### src/rtl/target_pin_arbiter.sv
// Round-robin owner arbiter for the shared target programming / I/O pin group.
// Break-before-make turnaround gaps surround every grant; a hold watchdog revokes stuck owners.
module target_pin_arbiter #(
    parameter int NUM_REQ     = 4,
    parameter int TURN_CYCLES = 2
) (
    input  logic                       clk,
    input  logic                       reset_n,
    input  logic [NUM_REQ-1:0]         req_i,
    input  logic                       cfg_enable_i,
    input  logic [15:0]                hold_limit_i,
    input  logic                       timeout_clr_i,
    output logic [NUM_REQ-1:0]         grant_o,
    output logic [$clog2(NUM_REQ)-1:0] owner_o,
    output logic                       busy_o,
    output logic                       timeout_o,
    output logic [1:0]                 dbg_state_o
);

    // Handshake: req_i is a level request held high for the whole time a requester
    // wants the pins; grant_o high means that requester may enable its drivers.
    // Dropping req_i is the release; grant_o falls after the edge that samples it low.

    localparam int OW = $clog2(NUM_REQ);
    localparam logic [3:0] TURN_LOAD = 4'(TURN_CYCLES - 1);

    typedef enum logic [1:0] {
        S_IDLE    = 2'd0,
        S_TURN_ON = 2'd1,
        S_GRANTED = 2'd2,
        S_RELEASE = 2'd3
    } state_t;

    state_t             state;
    logic [3:0]         turn_cnt;
    logic [15:0]        hold_cnt;
    logic [NUM_REQ-1:0] mask;
    logic [OW-1:0]      owner;
    logic [OW-1:0]      last_owner;

    logic [NUM_REQ-1:0] eligible;
    logic               win_found;
    logic [OW-1:0]      win_idx;
    logic               owner_req;
    logic               wd_hit;
    logic               grant_release;
    logic [NUM_REQ-1:0] owner_onehot;
    logic [NUM_REQ-1:0] mask_next;

    assign eligible     = req_i & ~mask;
    assign owner_req    = req_i[owner];
    assign owner_onehot = NUM_REQ'(1) << owner;

    // Search downward in distance so the closest index after last_owner is written last.
    always_comb begin
        win_found = 1'b0;
        win_idx   = '0;
        for (int k = NUM_REQ; k >= 1; k--) begin
            if (eligible[OW'((int'(last_owner) + k) % NUM_REQ)]) begin
                win_found = 1'b1;
                win_idx   = OW'((int'(last_owner) + k) % NUM_REQ);
            end
        end
    end

    // Compared live against the limit, so a lowered limit bites on the very next edge.
    assign wd_hit = (state == S_GRANTED) && (hold_limit_i != 16'd0) &&
                    ((17'(hold_cnt) + 17'd1) >= 17'(hold_limit_i));

    assign grant_release = !owner_req || !cfg_enable_i || wd_hit;

    always_comb begin
        mask_next = mask & req_i;
        if (wd_hit) begin
            mask_next[owner] = 1'b1;
        end
    end

    always_ff @(posedge clk or negedge reset_n) begin
        if (!reset_n) begin
            state      <= S_IDLE;
            turn_cnt   <= '0;
            hold_cnt   <= '0;
            mask       <= '0;
            owner      <= '0;
            last_owner <= OW'(NUM_REQ - 1);
            grant_o    <= '0;
            timeout_o  <= 1'b0;
        end else begin
            mask <= mask_next;

            if (wd_hit) begin
                timeout_o <= 1'b1;
            end else if (timeout_clr_i) begin
                timeout_o <= 1'b0;
            end

            case (state)
                S_IDLE: begin
                    if (cfg_enable_i && win_found) begin
                        owner      <= win_idx;
                        last_owner <= win_idx;
                        turn_cnt   <= TURN_LOAD;
                        state      <= S_TURN_ON;
                    end
                end
                S_TURN_ON: begin
                    if (!owner_req || !cfg_enable_i) begin
                        turn_cnt <= TURN_LOAD;
                        state    <= S_RELEASE;
                    end else if (turn_cnt == 4'd0) begin
                        hold_cnt <= '0;
                        grant_o  <= owner_onehot;
                        state    <= S_GRANTED;
                    end else begin
                        turn_cnt <= turn_cnt - 4'd1;
                    end
                end
                S_GRANTED: begin
                    if (hold_cnt != 16'hFFFF) begin
                        hold_cnt <= hold_cnt + 16'd1;
                    end
                    if (grant_release) begin
                        grant_o  <= '0;
                        turn_cnt <= TURN_LOAD;
                        state    <= S_RELEASE;
                    end
                end
                S_RELEASE: begin
                    if (turn_cnt == 4'd0) begin
                        state <= S_IDLE;
                    end else begin
                        turn_cnt <= turn_cnt - 4'd1;
                    end
                end
                default: state <= S_IDLE;
            endcase
        end
    end

    assign owner_o     = owner;
    assign busy_o      = (state != S_IDLE);
    assign dbg_state_o = state;

endmodule

### config.mk
export PLATFORM = sky130hd
export DESIGN_NAME = target_pin_arbiter
export DESIGN_NICKNAME = d
export VERILOG_FILES = /design/src/rtl/target_pin_arbiter.sv
export SDC_FILE = /design/constraint.sdc
export NUM_CORES = 1
export LEC_CHECK = 0
export BUFFER_PORTS_ARGS = -buffer_cell sky130_fd_sc_hd__buf_2
export CAP_MARGIN = 10
export CORE_ASPECT_RATIO = 1.4
export CORE_UTILIZATION = 30
export DETAILED_ROUTE_END_ITERATION = 12
export PLACE_DENSITY_LB_ADDON = 0.3
export SETUP_SLACK_MARGIN = 0.5
export SYNTH_ARGS = -nofsm -noshare
export SYNTH_HDL_FRONTEND = slang
export SYNTH_SLANG_ARGS = --single-unit
### constraint.sdc
create_clock -name clk -period 3.5 [get_ports clk]
set_input_delay 0.175 -clock clk [delete_from_list [all_inputs] [get_ports clk]]
set_output_delay 0.175 -clock clk [all_outputs]
set_load 0.005 [all_outputs]
==> results of run 1 <==
[cells by family (layout without fill, tap and decap cells)]
group | after synthesis | in the layout | share of synthesized area [%]
and+or+nand+nor | 85 | 85 | 19.7
AOI/OAI and AO/OA | 71 | 72 | 21.3
DFF | 35 | 35 | 35.4
buffers and inverters | 32 | 82 | 5.60
adders and majority gates | 22 | 22 | 11.1
xor gates and xnor gates | 14 | 14 | 4.94
muxes | 3 | 3 | 1.97
[layer usage]
metal	vias to the layer above	wire length [um]	share of wire (%)	global-route usage (%)
li1	1054	-	-	-
met1	1034	2590	42	17.6
met4	0	122	2.0	5.45
met5	-	0	0	0
met3	11	219	3.5	2.07
met2	48	3280	53	31.1
[timing repair]
item                                    in CTS  in global routing
endpoints found under the setup margin      15                 15
buffers inserted                             7                  7
pin swaps                                    3                  7
hold buffers                                 0                  0
resized for setup                           12                 16
cloned                                       1                  0
[registers in the layout, summed over array words and instances, names as in the netlist]
name and count:
dbg_state_o 2, turn_cnt 4, mask 4, timeout_o 1, hold_cnt 16, owner_o 2
last_owner 2, grant_o 4
[report_power, final]
part           leakage [nW]  internal (mW)  switching [mW]
clock                0.0654          0.285           0.151
combinational          1.03          0.330           0.391
sequential            0.456          0.499           0.102
[worst max path at each step]
| stage | from | slack, ps | end | cells past startpoint |
|---|---|---|---|---|
| 6_report | hold_cnt[6]$_DFFE_PN0P_ | 550 | dbg_state_o[1]$_DFFE_PN0P_ | 11 |
| 5_1_grt | hold_cnt[6]$_DFFE_PN0P_ | 430 | mask[3]$_DFF_PN0_ | 11 |
| 4_1_cts | hold_cnt[4]$_DFFE_PN0P_ | 510 | dbg_state_o[1]$_DFFE_PN0P_ | 11 |
| 3_5_place_dp | hold_cnt[0]$_DFFE_PN0P_ | 270 | dbg_state_o[1]$_DFFE_PN0P_ | 11 |
| 3_3_place_gp | hold_cnt[0]$_DFFE_PN0P_ | 330 | dbg_state_o[1]$_DFFE_PN0P_ | 11 |
| 2_1_floorplan | hold_cnt[7]$_DFFE_PN0P_ | 600 | dbg_state_o[1]$_DFFE_PN0P_ | 11 |
[cell type report]
| cell class | count | area [um^2] |
|---|---|---|
| fill | 820 | 4780 |
| multi-input combinational | 196 | 1590 |
| sequential | 35 | 885 |
| timing repair buffer | 48 | 282 |
| tap | 100 | 125 |
| inverter | 26 | 97.6 |
| clock buffer | 6 | 72.6 |
| clock inverter | 2 | 60.1 |
[cells in the final DEF (no fill, tap or decap), drive strengths merged, types with 3 or more instances in the layout]
cell type	instances
a21oi	11
a32o	3
inv	26
xor2	6
o21ai	13
clkbuf	6
a22o	16
o31ai	3
nand2b	4
and3	3
nor2b	6
nor2	15
nand2	18
a211oi	3
nand3	10
nor3	3
ha	22
xnor2	8
a21o	5
nand3b	3
dfrtp	33
buf	48
a31oi	3
nand4	7
or2	4
nor4	5
[metrics by stage]
stage                     instances  worst slack, ps  power [mW]  hold WS [ps]  util (%)
after CTS                       406              507        1.73          10.6      37.9
after global routing            413              433        1.89          56.6      39.4
after floorplan                 262              596        1.09          -121         -
after global placement          390              328        1.27           314      34.7
after detailed placement        390              266        1.27           321      34.7
final                           413              547        1.76         -17.3      39.4
==> run_results.csv, run 1 <==
group,metric,value,unit
critical_path,cp-start-kind,"register",
floorplan,die_w,78.9,um
finish,final_nets,358,
routing,wl_per_cell,15.1,um
routing,finalWirelength,6220,um
synth,synth_top_cells_by_area,"dfrtp_1 (33%), ha_1 (11%), a22o_1 (5.6%), inv_1 (3.8%), xnor2_1 (2.8%)",
critical_path,rrSetupSlack,550,ps
synth,ys_warn_count,0,
critical_path,critPathKind,"register to register",
synth,syn-instance-count,262,
critical_path,critical_path.max_stage_delay,390,ps
floorplan,start_util,31.4,%
clock_tree,cts_buffer_depth,2,
timing,grt_setup_unrepaired,"yes",
synth,yosysMostFrequentCell,"dfrtp_1",
clock_tree,cts_made_buffers,5,
place,gp_routability_congestion,0.843,
synth,ys_ff_latch,35,
global_routing,grt_pass1_wl,10700,um
critical_path,arrival,3120,ps
clock_tree,htree_levels,2,
timing,finalSetupTns,0,ps
finish,stdcell_area,3110,um^2
routing,first_iter_violations,95,
floorplan,die_area,8640,um^2
global_routing,overflow,0,
flow_run,drv_cap,0,
synth,synth_top_area_share,33.3,%
place,port_buffers,33,
finish,layout-drive-gt1-share,29.1,%
timing,worst_slew_pin_slew,815,ps
critical_path,cp.required,3670,ps
global_routing,grt_pass1_vias,2226,
clock_tree,worstSkewPairLatency,290,ps
synth,synth-edff-count,0,
critical_path,path_max_fanout,6,
critical_path,crit_chain,"nand3_2 -> or2_4 -> or2_1 -> nor3_2 -> xor2_1 -> ha_1 -> and3_4 -> a211oi_4 -> o221ai_4 -> nand3_4 -> mux2_4",
place,placed_cell_area,2740,um^2
outcome,status,"finished, violations left",
timing,finalMaxSlewViolations,0,
synth,ys_top_cells_by_count,"dfrtp_1 (33), inv_1 (25), ha_1 (22)",
timing,fmax,339,MHz
critical_path,crit_buf_inv,0,
synth,syn_nets,308,
finish,syn2layout_area_growth,25.4,%
worst_hold_path,min_path_type,"input port to asynchronous set/reset pin",
critical_path,r2r-end,"dbg_state_o[1]$_DFFE_PN0P_",
outcome,violations,"hold timing",
synth,synthDistinctLibCells,56,
finish,num_antenna_cells,0,
critical_path,crit_path_top_delay_cell,"dfrtp_1",
power,p_leak,1.56,nW
place,dpl.hpwl,4530,um
routing,vias_per_cell,5.20,
synth,netlist_area,2480,um^2
critical_path,worstSetupEndpointType,"register",
floorplan,ioPinCount,34,
synth,synthArstFlopShare,100,%
synth,synth-main-ff-cell,"dfrtp_1",
critical_path,worst-r2r-cell-count,11,
timing,skew,14.3,ps
power,powerDensity,565,nW/um^2
timing,finalHoldViolations,32,
clock_tree,clk_pin_slew_worst_paths,80,ps
floorplan,coreArea,7890,um^2
timing,setup_viol,0,
synth,syn_area_per_cell,9.47,um^2
routing,via_count,2147,
routing,antenna_left,0,
synth,yosysTopAreaCell,"dfrtp_1",
global_routing,track_usage,16.0,%
global_routing,grt_antenna_before_repair,0,
critical_path,r2r_start,"hold_cnt[6]$_DFFE_PN0P_",
routing,drc,0,
power,peakVddDrop,0.000214,V
timing,post-route-period-util,84.4,%
floorplan,die_h,110,um
critical_path,crit_family,"simple AND/OR/NAND/NOR gates",
floorplan,rows,38,
clock_tree,ctsRootBufferMaster,"clkbuf_8",
timing,slew_headroom,45.7,%
clock_tree,cts_sinks,35,
timing,fin_crit,2950,ps
global_routing,grt_max_degree,36,
clock_tree,cts_tree,"done",
synth,yosysSeqAreaShare,35.4,%
routing,first_pass_iters,4,
timing,hold_slack,-17.3,ps
No activity file was read; power rests on OpenSTA's default activity.
==> run 2, diff against run 1 <==
clock period = 2.7 ns   (was 3.5 ns; I/O delays follow)
==> run 2 against run 1 <==
Compared with the run above:
- the run ends with setup timing left
- largest cell class unchanged
- highest routed layer unchanged
- worst hold slack better by 120 ps
- first-iteration DRC count down 23%
- register-to-register slack worse by 720 ps
- clock-buffer cell count shrank 1
- power rose by 41%
- utilization grew 4.8 points
- cell area grew 12%
- clock skew down 7.6 ps
- clock power up 31%
- largest power group unchanged
- global-route usage about the same
==> run_results.csv, run 2 (same netlist as run 1, synthesis figures left out) <==
group,metric,value,unit
timing,grt_setup_unrepaired,"yes",
finish,layout-drive-gt1-share,36.9,%
timing,slew_headroom,45.4,%
critical_path,cp-start-kind,"register",
critical_path,critical_path.max_stage_delay,430,ps
clock_tree,cts_made_buffers,5,
power,powerDensity,710,nW/um^2
outcome,status,"finished, violations left",
finish,stdcell_area,3490,um^2
place,gp_routability_congestion,0.775,
critical_path,crit_path_top_delay_cell,"dfrtp_1",
critical_path,cp.required,2880,ps
power,p_leak,1.75,nW
critical_path,arrival,3050,ps
place,port_buffers,33,
routing,first_pass_iters,4,
critical_path,worstSetupEndpointType,"register",
floorplan,ioPinCount,34,
floorplan,coreArea,7890,um^2
timing,fin_crit,2870,ps
power,p_total,2.48,mW
routing,antenna_left,0,
clock_tree,htree_levels,2,
critical_path,r2r_start,"hold_cnt[0]$_DFFE_PN0P_",
clock_tree,cts_buffer_depth,2,
timing,worst_slew_pin_slew,819,ps
finish,final_nets,397,
routing,drc,0,
worst_hold_path,min_from,"req_i[3]",
critical_path,rrSetupSlack,-170,ps
global_routing,grt_pass1_vias,2367,
floorplan,die_h,110,um
finish,syn2layout_area_growth,40.5,%
clock_tree,worstSkewPairLatency,290,ps
routing,wl_per_cell,14.5,um
timing,post-route-period-util,106,%
global_routing,track_usage,16.0,%
timing,finalHoldViolations,0,
worst_hold_path,min_path_type,"input port to register",
power,peakVddDrop,0.000370,V
place,placed_cell_area,3010,um^2
routing,via_count,2316,
worst_hold_path,min_path_cells,2,
routing,first_iter_violations,73,
outcome,violations,"setup timing",
place,dpl_worst_slack,-195,ps
floorplan,die_area,8640,um^2
finish,final_common_cell,"buf_4",
timing,skew,6.78,ps
finish,layout_common_cells,"buf_4 (47), dfrtp_1 (33), buf_2 (33)",
clock_tree,clk_pin_slew_worst_paths,80,ps
floorplan,die_w,78.9,um
routing,finalWirelength,6540,um
clock_tree,cts_sinks,35,
critical_path,critPathKind,"register to register",
global_routing,overflow,0,
global_routing,grt_antenna_before_repair,0,
worst_hold_path,hold_end,"mask[3]$_DFF_PN0_",
timing,setup_viol,15,
clock_tree,cts_tree,"done",
finish,largest_register_ffs,16,
floorplan,rows,38,
timing,setup_ws,-172,ps
routing,vias_per_cell,5.12,
floorplan,start_util,31.4,%
timing,fmax,348,MHz
critical_path,path_max_fanout,5,
clock_tree,ctsRootBufferMaster,"clkbuf_8",
global_routing,grt_pass1_wl,10700,um
place,dpl.hpwl,4790,um
flow_run,drv_cap,0,
finish,final_util,44.2,%
critical_path,worst-r2r-cell-count,11,
critical_path,r2r-end,"dbg_state_o[1]$_DFFE_PN0P_",
finish,num_antenna_cells,0,
critical_path,crit_chain,"and3_4 -> nand3_4 -> or2_1 -> nor3_2 -> xor2_1 -> ha_1 -> and3_4 -> a211oi_4 -> o221ai_4 -> nand3_4 -> mux2_4",
timing,finalMaxSlewViolations,0,
global_routing,grt_max_degree,36,
finish,regMostFlops,"hold_cnt",
## run 2: changes by cell type in the layout (fill, tap and decap cells not counted), sizes merged
cell         change
buf             +38
clkbuf           -1
clkinvlp         +1
dlygate4sd3      +1
## run 2: cell type report
class / count / area [um^2]
Clock inverter: 3 / 67.6
Sequential cell: 35 / 878
Clock buffer: 5 / 68.8
Timing Repair Buffer: 87 / 604
Tap cell: 100 / 125
Inverter: 26 / 103
Multi-Input combinational cell: 196 / 1640
Fill cell: 802 / 4410
## run 2: repair_timing
item / in CTS / in global routing
hold buffers: 1 / 0
gates cloned: 1 / 0
resized for setup: 14 / 16
setup buffers: 7 / 14
endpoints found under the setup margin: 29 / 31
hold endpoints to repair: 33 / 0
pin swaps: 14 / 10
## run 2: layer usage
| layer | up-vias | global-route usage [%] | wire length (um) | part of all wire (%) |
|---|---|---|---|---|
| li1 | 1134 | - | - | - |
| met1 | 1125 | 18.5 | 2800 | 43 |
| met2 | 46 | 29.4 | 3430 | 52 |
| met3 | 11 | 2.07 | 168 | 2.6 |
| met4 | 0 | 6.62 | 146 | 2.2 |
| met5 | - | 0 | 0 | 0 |
## run 2: through the flow
| stage | instances | hold WS (ps) | setup TNS, ps |
|---|---|---|---|
| 2_1_floorplan | 262 | -161 | -111 |
| 3_3_place_gp | 421 | 275 | -264 |
| 3_5_place_dp | 421 | 278 | -1090 |
| 4_1_cts | 438 | 92.8 | -421 |
| 5_1_grt | 452 | 93.0 | -3690 |
| 6_report | 452 | 101 | -1490 |
## run 2: worst max-delay path, delay by kind of cell, from the launching register on
kind / cells / cell delay (ps)
mux: 1 / 300
simple gates: 6 / 980
flops: 1 / 430
fa+ha+maj: 1 / 290
compound gates: 2 / 530
xor+xnor: 1 / 230
## run 2: worst max-delay path by stage
stage	depth (start not counted)	to	slack (ps)	start
6_report	11	dbg_state_o[1]$_DFFE_PN0P_	-170	hold_cnt[0]$_DFFE_PN0P_
5_1_grt	11	dbg_state_o[1]$_DFFE_PN0P_	-290	hold_cnt[0]$_DFFE_PN0P_
4_1_cts	11	dbg_state_o[1]$_DFFE_PN0P_	-100	hold_cnt[5]$_DFFE_PN0P_
3_5_place_dp	13	dbg_state_o[1]$_DFFE_PN0P_	-190	hold_cnt[0]$_DFFE_PN0P_
3_3_place_gp	11	dbg_state_o[1]$_DFFE_PN0P_	-110	hold_cnt[5]$_DFFE_PN0P_
2_1_floorplan	11	dbg_state_o[1]$_DFFE_PN0P_	-40	hold_cnt[5]$_DFFE_PN0P_
## run 2: where the power goes
group          internal, mW  leakage, nW  switching (mW)
Combinational         0.571         1.22           0.562
Clock                 0.368       0.0644           0.200
Sequential            0.644        0.464           0.130
